## config.mk

```make
export PLATFORM = sky130hd
export DESIGN_NAME = adc_line_seq_flat
export DESIGN_NICKNAME = d
export VERILOG_FILES = /design/src/rtl/adc_seq_pkg.sv /design/src/rtl/adc_line_seq_if.sv /design/src/rtl/pix_fifo.sv /design/src/rtl/adc_line_seq.sv /design/src/flat_wrapper.sv
export SDC_FILE = /design/constraint.sdc
export NUM_CORES = 1
export LEC_CHECK = 0
export ABC_AREA = 1
export ABC_CLOCK_PERIOD_IN_PS = 2000
export CORE_ASPECT_RATIO = 1.75
export CORE_MARGIN = 8
export CORE_UTILIZATION = 56
export CTS_CLUSTER_DIAMETER = 80
export DETAILED_ROUTE_END_ITERATION = 8
export PLACE_DENSITY = 0.74
export SYNTH_ARGS = -nofsm -noshare
export SYNTH_HDL_FRONTEND = slang
export SYNTH_SLANG_ARGS = --single-unit
```

## constraint.sdc

```tcl
create_clock -name clk -period 2 [get_ports clk]
set_input_delay 0.2 -clock clk [delete_from_list [all_inputs] [get_ports clk]]
set_output_delay 0.2 -clock clk [all_outputs]
set_load 0.1 [all_outputs]
```

## src/rtl/adc_seq_pkg.sv

```systemverilog
// Shared definitions for the ADC line sequencer: sample resolution, FSM state
// encoding, FIFO entry layout and parameter defaults.
package adc_seq_pkg;

    localparam int unsigned ADC_RES = 8;

    localparam int unsigned PIXELS_PER_LINE_DEF = 112;
    localparam int unsigned SAMPLE_GAP_DEF      = 4;
    localparam int unsigned TIMEOUT_DEF         = 64;
    localparam int unsigned FIFO_DEPTH_DEF      = 16;

    typedef enum logic [1:0] {
        StIdle = 2'd0,
        StConv = 2'd1,
        StGap  = 2'd2
    } seqState_e;

    typedef struct packed {
        logic               last;
        logic [ADC_RES-1:0] sample;
    } pixEntry_t;

endpackage

```

## src/rtl/adc_line_seq_if.sv

```systemverilog
// ADC handshake and pixel stream bundle. The sequencer uses the master side,
// the ADC driver / pixel consumer environment uses the slave side.
interface adc_line_seq_if;
    import adc_seq_pkg::*;

    logic               adc_start_n;
    logic               adc_done_n;
    logic [ADC_RES-1:0] adc_data;
    logic [ADC_RES-1:0] pix_data;
    logic               pix_last;
    logic               pix_valid;
    logic               pix_ready;

    modport master (
        output adc_start_n, pix_data, pix_last, pix_valid,
        input  adc_done_n, adc_data, pix_ready
    );

    modport slave (
        input  adc_start_n, pix_data, pix_last, pix_valid,
        output adc_done_n, adc_data, pix_ready
    );

endinterface

```

## src/rtl/pix_fifo.sv

```systemverilog
// Synchronous single-clock FIFO with registered head/valid outputs.
// A push while full is ignored even if a pop happens in the same cycle.
module pix_fifo
    import adc_seq_pkg::*;
#(
    parameter int unsigned DEPTH = FIFO_DEPTH_DEF,
    parameter int unsigned WIDTH = ADC_RES + 1
) (
    input  logic             clk,
    input  logic             reset,
    input  logic             push,
    input  logic [WIDTH-1:0] wdata,
    input  logic             pop,
    output logic             full,
    output logic [WIDTH-1:0] head,
    output logic             valid
);
    localparam int unsigned AW = (DEPTH > 1) ? $clog2(DEPTH) : 1;
    localparam logic [AW:0] CountFull = (AW+1)'(DEPTH);

    logic [WIDTH-1:0] mem [DEPTH];
    logic [AW-1:0]    wrPtrQ, wrPtrD, rdPtrQ, rdPtrD;
    logic [AW:0]      countQ, countD;
    logic [WIDTH-1:0] headQ, headD;
    logic             validQ;
    logic             wrEn, rdEn;

    assign full  = (countQ == CountFull);
    assign wrEn  = push && !full;
    assign rdEn  = pop && validQ;
    assign head  = headQ;
    assign valid = validQ;

    // Pointer/occupancy update and the head value as it will look next cycle
    always_comb begin
        wrPtrD = wrEn ? wrPtrQ + AW'(1) : wrPtrQ;
        rdPtrD = rdEn ? rdPtrQ + AW'(1) : rdPtrQ;
        countD = countQ;
        if (wrEn && !rdEn) begin
            countD = countQ + (AW+1)'(1);
        end else if (!wrEn && rdEn) begin
            countD = countQ - (AW+1)'(1);
        end
        headD = '0;
        if (countD != '0) begin
            // The new head may be the entry being written this very cycle
            headD = (wrEn && (wrPtrQ == rdPtrD)) ? wdata : mem[rdPtrD];
        end
    end

    // Storage array, no reset needed since the head is masked when empty
    always_ff @(posedge clk) begin
        if (wrEn) begin
            mem[wrPtrQ] <= wdata;
        end
    end

    // Control registers
    always_ff @(posedge clk) begin
        if (reset) begin
            wrPtrQ <= '0;
            rdPtrQ <= '0;
            countQ <= '0;
            headQ  <= '0;
            validQ <= 1'b0;
        end else begin
            wrPtrQ <= wrPtrD;
            rdPtrQ <= rdPtrD;
            countQ <= countD;
            headQ  <= headD;
            validQ <= (countD != '0);
        end
    end

endmodule

```

## src/rtl/adc_line_seq.sv

```systemverilog
// ADC line sequencer: on line_start requests PIXELS_PER_LINE conversions from
// an ADC driver, spacing them by SAMPLE_GAP idle cycles, and queues the
// samples with an end-of-line marker into pix_fifo.
// Optional feature: define ADC_LINE_SEQ_TESTPAT_EN to let tp_sel replace the
// ADC sample by the pixel index.
module adc_line_seq
    import adc_seq_pkg::*;
#(
    parameter int unsigned PIXELS_PER_LINE = PIXELS_PER_LINE_DEF,
    parameter int unsigned SAMPLE_GAP      = SAMPLE_GAP_DEF,
    parameter int unsigned TIMEOUT         = TIMEOUT_DEF,
    parameter int unsigned FIFO_DEPTH      = FIFO_DEPTH_DEF
) (
    input  logic           clk,
    input  logic           reset,
    input  logic           enable,
    input  logic           line_start,
    input  logic           clear_err,
    input  logic           tp_sel,
    adc_line_seq_if.master bus,
    output logic           busy,
    output logic           overflow,
    output logic           timeout
);
    localparam int unsigned CW = (TIMEOUT > 1) ? $clog2(TIMEOUT) : 1;
    localparam logic [CW-1:0]      ConvLast = CW'(TIMEOUT - 1);
    localparam logic [ADC_RES-1:0] PixLast  = ADC_RES'(PIXELS_PER_LINE - 1);
    localparam logic [3:0]         GapLast  = 4'(SAMPLE_GAP - 1);
    localparam bit                 GapZero  = (SAMPLE_GAP == 0);

    seqState_e          stateQ, stateD;
    logic [ADC_RES-1:0] pixCntQ, pixCntD;
    logic [CW-1:0]      convCntQ, convCntD;
    logic [3:0]         gapCntQ, gapCntD;
    logic               doneQ;
    logic               startNQ, busyQ, overflowQ, timeoutQ;
    logic               overflowD, timeoutD;
    logic               capture, push, timeoutEvt;
    logic [ADC_RES-1:0] sample;
    pixEntry_t          entry, headEntry;
    logic               fifoFull, fifoValid;

`ifdef ADC_LINE_SEQ_TESTPAT_EN
    assign sample = tp_sel ? pixCntQ : bus.adc_data;
`else
    logic unusedTpSel;
    assign unusedTpSel = tp_sel;
    assign sample = bus.adc_data;
`endif

    // Sequencing: conversion handshake, gap timing, timeout and line end
    always_comb begin
        stateD       = stateQ;
        pixCntD      = pixCntQ;
        convCntD     = convCntQ;
        gapCntD      = gapCntQ;
        push         = 1'b0;
        timeoutEvt   = 1'b0;
        capture      = (stateQ == StConv) && doneQ && !bus.adc_done_n;
        entry.last   = (pixCntQ == PixLast);
        entry.sample = sample;
        unique case (stateQ)
            StIdle: begin
                if (line_start && enable) begin
                    stateD   = StConv;
                    pixCntD  = '0;
                    convCntD = '0;
                end
            end
            StConv: begin
                if (capture) begin
                    push     = 1'b1;
                    convCntD = '0;
                    if (entry.last || !enable) begin
                        stateD = StIdle;
                    end else begin
                        pixCntD = pixCntQ + ADC_RES'(1);
                        gapCntD = '0;
                        stateD  = GapZero ? StConv : StGap;
                    end
                end else if (convCntQ == ConvLast) begin
                    timeoutEvt = 1'b1;
                    convCntD   = '0;
                    stateD     = StIdle;
                end else begin
                    convCntD = convCntQ + CW'(1);
                end
            end
            StGap: begin
                // Nothing is in flight here, so a dropped enable ends the line now
                if (!enable) begin
                    stateD = StIdle;
                end else if (gapCntQ == GapLast) begin
                    gapCntD = '0;
                    stateD  = StConv;
                end else begin
                    gapCntD = gapCntQ + 4'd1;
                end
            end
            default: stateD = StIdle;
        endcase
        // A new event wins over a coincident clear
        overflowD = (push && fifoFull) || (overflowQ && !clear_err);
        timeoutD  = timeoutEvt || (timeoutQ && !clear_err);
    end

    // State, counters and registered status outputs
    always_ff @(posedge clk) begin
        if (reset) begin
            stateQ    <= StIdle;
            pixCntQ   <= '0;
            convCntQ  <= '0;
            gapCntQ   <= '0;
            doneQ     <= 1'b1;
            startNQ   <= 1'b1;
            busyQ     <= 1'b0;
            overflowQ <= 1'b0;
            timeoutQ  <= 1'b0;
        end else begin
            stateQ    <= stateD;
            pixCntQ   <= pixCntD;
            convCntQ  <= convCntD;
            gapCntQ   <= gapCntD;
            doneQ     <= bus.adc_done_n;
            startNQ   <= (stateD != StConv);
            busyQ     <= (stateD != StIdle);
            overflowQ <= overflowD;
            timeoutQ  <= timeoutD;
        end
    end

    pix_fifo #(
        .DEPTH (FIFO_DEPTH),
        .WIDTH (ADC_RES + 1)
    ) u_fifo (
        .clk   (clk),
        .reset (reset),
        .push  (push),
        .wdata (entry),
        .pop   (bus.pix_ready),
        .full  (fifoFull),
        .head  (headEntry),
        .valid (fifoValid)
    );

    assign bus.adc_start_n = startNQ;
    assign bus.pix_data    = headEntry.sample;
    assign bus.pix_last    = headEntry.last;
    assign bus.pix_valid   = fifoValid;
    assign busy            = busyQ;
    assign overflow        = overflowQ;
    assign timeout         = timeoutQ;

endmodule
```

## src/flat_wrapper.sv

```systemverilog
// flat-port wrapper written by rule: the top's interface ports become plain ports
module adc_line_seq_flat import adc_seq_pkg::*;
#(
    parameter int unsigned PIXELS_PER_LINE = PIXELS_PER_LINE_DEF,
    parameter int unsigned SAMPLE_GAP      = SAMPLE_GAP_DEF,
    parameter int unsigned TIMEOUT         = TIMEOUT_DEF,
    parameter int unsigned FIFO_DEPTH      = FIFO_DEPTH_DEF
)
  (clk, reset, enable, line_start, clear_err, tp_sel, busy, overflow, timeout, bus_adc_start_n, bus_pix_data, bus_pix_last, bus_pix_valid, bus_adc_done_n, bus_adc_data, bus_pix_ready);
  adc_line_seq_if bus_i ();
  input  logic clk;
  input  logic reset;
  input  logic enable;
  input  logic line_start;
  input  logic clear_err;
  input  logic tp_sel;
  output logic busy;
  output logic overflow;
  output logic timeout;
  output wire logic [$bits(bus_i.adc_start_n)-1:0] bus_adc_start_n;
  output wire logic [$bits(bus_i.pix_data)-1:0] bus_pix_data;
  output wire logic [$bits(bus_i.pix_last)-1:0] bus_pix_last;
  output wire logic [$bits(bus_i.pix_valid)-1:0] bus_pix_valid;
  input wire logic [$bits(bus_i.adc_done_n)-1:0] bus_adc_done_n;
  input wire logic [$bits(bus_i.adc_data)-1:0] bus_adc_data;
  input wire logic [$bits(bus_i.pix_ready)-1:0] bus_pix_ready;
  assign bus_adc_start_n = bus_i.adc_start_n;
  assign bus_pix_data = bus_i.pix_data;
  assign bus_pix_last = bus_i.pix_last;
  assign bus_pix_valid = bus_i.pix_valid;
  assign bus_i.adc_done_n = bus_adc_done_n;
  assign bus_i.adc_data = bus_adc_data;
  assign bus_i.pix_ready = bus_pix_ready;
  adc_line_seq #(.PIXELS_PER_LINE(PIXELS_PER_LINE), .SAMPLE_GAP(SAMPLE_GAP), .TIMEOUT(TIMEOUT), .FIFO_DEPTH(FIFO_DEPTH)) u_core (.clk(clk), .reset(reset), .enable(enable), .line_start(line_start), .clear_err(clear_err), .tp_sel(tp_sel), .bus(bus_i), .busy(busy), .overflow(overflow), .timeout(timeout));
endmodule
```

==> summary.md <==
| Metric | Value |
|---|---|
| Endpoint type of the worst setup path | `flip-flop` |
| Slew HR | `59.4%` |
| Clk sinks | `192` |
| Min Tclk post-route | `1.91 ns` |
| Final hold viol count | `0` |
| Vias after detailed routing | `6669` |
| Syn nets | `934` |
| First-pass DRT Iterations | `7` |
| CP startpoint | `u_core.u_fifo.countQ[0]` |
| Crit Reg-Reg Endpoint | `u_core.u_fifo.valid` |
| Root Buffer Master | `clkbuf_16` |
| RSZ-0062 raised after global routing | `true` |
| Max Fanout on Critical Path | `9` |
| R2r startpoint | `u_core.u_fifo.countQ[0]` |
| Initial antenna violation count | `0` |
| Port buffer count | `28` |
| Starting Density | `56.4%` |
| Lkg Pwr | `0.00433 uW` |
| CTS tree | `built` |
| First-pass GRT wire length | `33700 um` |
| Post-synth top flop | `edfxtp_1` |
| Skew-Pair Late Insertion Delay | `0.44 ns` |
| Die W | `111 um` |
| Global-route usage over all layers | `21.2%` |
| Cells after synthesis | `908` |
| Outcome | `complete, no violations` |
| Net count reported at finish | `1011` |
| Post-detail-place hpwl | `14300 um` |
| Post-CTS Hold Fix Bufs | `0` |
| DRC Markers | `0` |
| DIE HEIGHT | `182 um` |
| Number of synthesized flops with an enable pin | `144` |
| Final setup violation count | `0` |
| H-tree levels | `4` |
| Most area-consuming cells after synthesis | `edfxtp_1 (49%), dfxtp_1 (11%), nand3_1 (9.3%)` |
| Inst Count DP | `1148` |
| Area leader, netlist | `edfxtp_1` |
| Crit path max-delay cell type | `dfxtp_1` |
| Pwr Density | `1070 nW/um^2` |
| DR vias/cell | `5.62` |
| Vias in the first global route | `6633` |
| Share of cells above drive strength 1 | `14.5%` |
| Antenna-violating nets left | `0` |
| F_max | `0.524 GHz` |
| Critical setup path kind | `flip-flop to flip-flop` |
| Initial DRC count | `494` |
| Skew final | `0.0103 ns` |
| Worst-margin pin slew | `0.607 ns` |
| Ant diodes | `0` |
| Area Growth Syn to Fin | `17.4%` |
| Syn_area_per_cell | `9.77 sq um` |
| Worst-path clk slew | `0.07 ns` |
| RePlAce Congestion | `0.861` |
| IO Count | `30` |
| Fin. max-slew vios | `0` |
| Register bit total from synthesis | `192` |
| Maximum vdd drop | `0.659 mV` |
| FP Rows | `61` |
| Yosys cell types | `39` |
| # fillers | `1192` |
| Largest net degree at the start of global routing | `38` |
| Grt total ovfl | `0` |
| Max-cap viol count | `0` |
| WP data required | `2.32 ns` |
| CP Data Arrival Time | `2.23 ns` |
| Clock Path Buffers | `2` |
| Cell Area, Synth | `8870 sq um` |
| CP Cell Sequence | `inv_1 -> ha_4 -> nand3_4 -> nand2_8 -> nand2_1 -> nand2_1 -> nor2_1 -> nor2_1 -> nand2_1 -> nor2_1 -> nand2_2 -> nand2_4 -> inv_1` |
| FFs w/ async S/R, synth | `0%` |
| Period utilisation layout | `95.4%` |
| Wire length per cell | `18.4 um` |
| Yosys Warn Count | `0` |
| Worst path max stage delay | `0.31 ns` |
| Top cells by count, synth | `nand3_1 (165), nand2_1 (154), edfxtp_1 (144)` |
| Core region area | `15700 sq um` |
| FF-to-FF setup slack | `0.09 ns` |
| Worst Hold Class | `primary input to flip-flop` |
| Post-Route WL | `21800 um` |
| Overall power | `11100 uW` |
| Most frequent cell after synthesis | `nand3_1` |
| Sequential share of the synthesized area | `59.6%` |
| Final Non-Filler Cells | `1187` |
| Synth top area share | `48.8%` |
| Num CTS Buffers | `17` |
| R2R depth | `13` |
| Die ar. | `20300 sq um` |
| Worst setup SP type | `flip-flop` |
| Crit path to | `u_core.u_fifo.valid` |
==> power breakdown <==
group / total (uW) / switching [uW] / internal, uW
logic: 3370 / 2280 / 1090
registers: 4500 / 98.9 / 4400
clock network: 3240 / 1600 / 1640
==> how the worst min path moves through the flow <==
stage / cells after the start / slack, ns / start / end
after global placement: 2 / 0.46 / u_core.timeout / u_core.timeout
after floorplan: 1 / 0.28 / reset / u_core.stateQ[0]
after detailed placement: 2 / 0.46 / u_core.timeout / u_core.timeout
final: 3 / 0.31 / bus_adc_done_n / u_core.doneQ
after CTS: 3 / 0.30 / bus_adc_done_n / u_core.doneQ
after global routing: 3 / 0.33 / bus_adc_done_n / u_core.doneQ
==> worst max-delay path: cells and delay by family, from the launching register on <==
| kind | cells | cell delay [ns] |
|---|---|---|
| adders and majority gates | 1 | 0.17 |
| DFF | 1 | 0.31 |
| buffers and inverters | 2 | 0.19 |
| and+or+nand+nor | 10 | 1.11 |
==> registers in the layout, summed over array words and instances, names as in the netlist <==
name / cells
u_core.gapCntQ: 4
u_core.u_fifo.wrPtrQ: 4
u_core.u_fifo.rdPtrQ: 4
u_core.convCntQ: 6
u_core.u_fifo.valid: 1
u_core.doneQ: 1
u_core.stateQ: 2
u_core.pixCntQ: 8
u_core.u_fifo.mem: 144
u_core.timeout: 1
u_core.overflow: 1
u_core.bus.adc_start_n: 1
u_core.busy: 1
u_core.u_fifo.head: 9
u_core.u_fifo.countQ: 5
==> per-layer routing <==
layer / part of all wire (%) / track usage (%) / vias to the layer above
met5: 0 / 0 / -
met4: 4.4 / 12.2 / 0
met3: 4.5 / 3.55 / 68
met2: 55 / 40.1 / 232
met1: 36 / 21.1 / 3179
li1: - / - / 3190
==> cell type report <==
cell class / count / area [sq um] / share of cell area, %
flip-flops and latches: 192 / 5290 / 50.8
inverters: 142 / 551 / 5.29
well taps: 189 / 236 / 2.27
clock buffers: 18 / 429 / 4.12
clock inverters: 14 / 125 / 1.20
repair buffers: 92 / 913 / 8.77
multi-input cells: 540 / 2870 / 27.6
==> cells in the final DEF, fill, tap and decap left out, drive strengths merged, types with 13 or more instances in the layout <==
master         instances
nand3                170
nand2                164
inv                  146
edfxtp               144
buf                   78
nor2                  71
nand3b                56
dfxtp                 48
a21oi                 30
clkbuf                18
clkdlybuf4s50         14
o21ai                 13
==> logic make-up (layout without fill, tap and decap cells) <==
| logic type | after synthesis | after routing | share of synthesized area (%) |
|---|---|---|---|
| AO/OA/AOI/OAI | 48 | 48 | 2.91 |
| XOR/XNOR | 8 | 8 | 0.790 |
| adder cells (fa/ha/maj) | 10 | 10 | 1.41 |
| buffers and inverters | 179 | 266 | 8.97 |
| flip-flops | 192 | 192 | 59.6 |
| AND/OR/NAND/NOR | 471 | 474 | 26.3 |
==> through the flow <==
step                      TNS, ns  area [sq um]  setup WS [ns]  utilization [%]  hold slack (ns)
after floorplan                 0          8870         0.0740                -            0.284
after CTS                       0         10300         0.0811             65.5            0.304
after global placement     -0.423          9740        -0.0555             61.9            0.459
after detailed placement   -0.702          9740        -0.0900             61.9            0.465
after global routing       -0.895         10400         -0.119             66.2            0.333
final                           0         10400         0.0924             66.2            0.309
==> repair_timing <==
item / 4_1_cts / 5_1_grt
endpoints found under the setup margin: 0 / 19
buffers inserted: 0 / 4
gates resized for setup: 0 / 11
(Power assumes the default switching activity.)
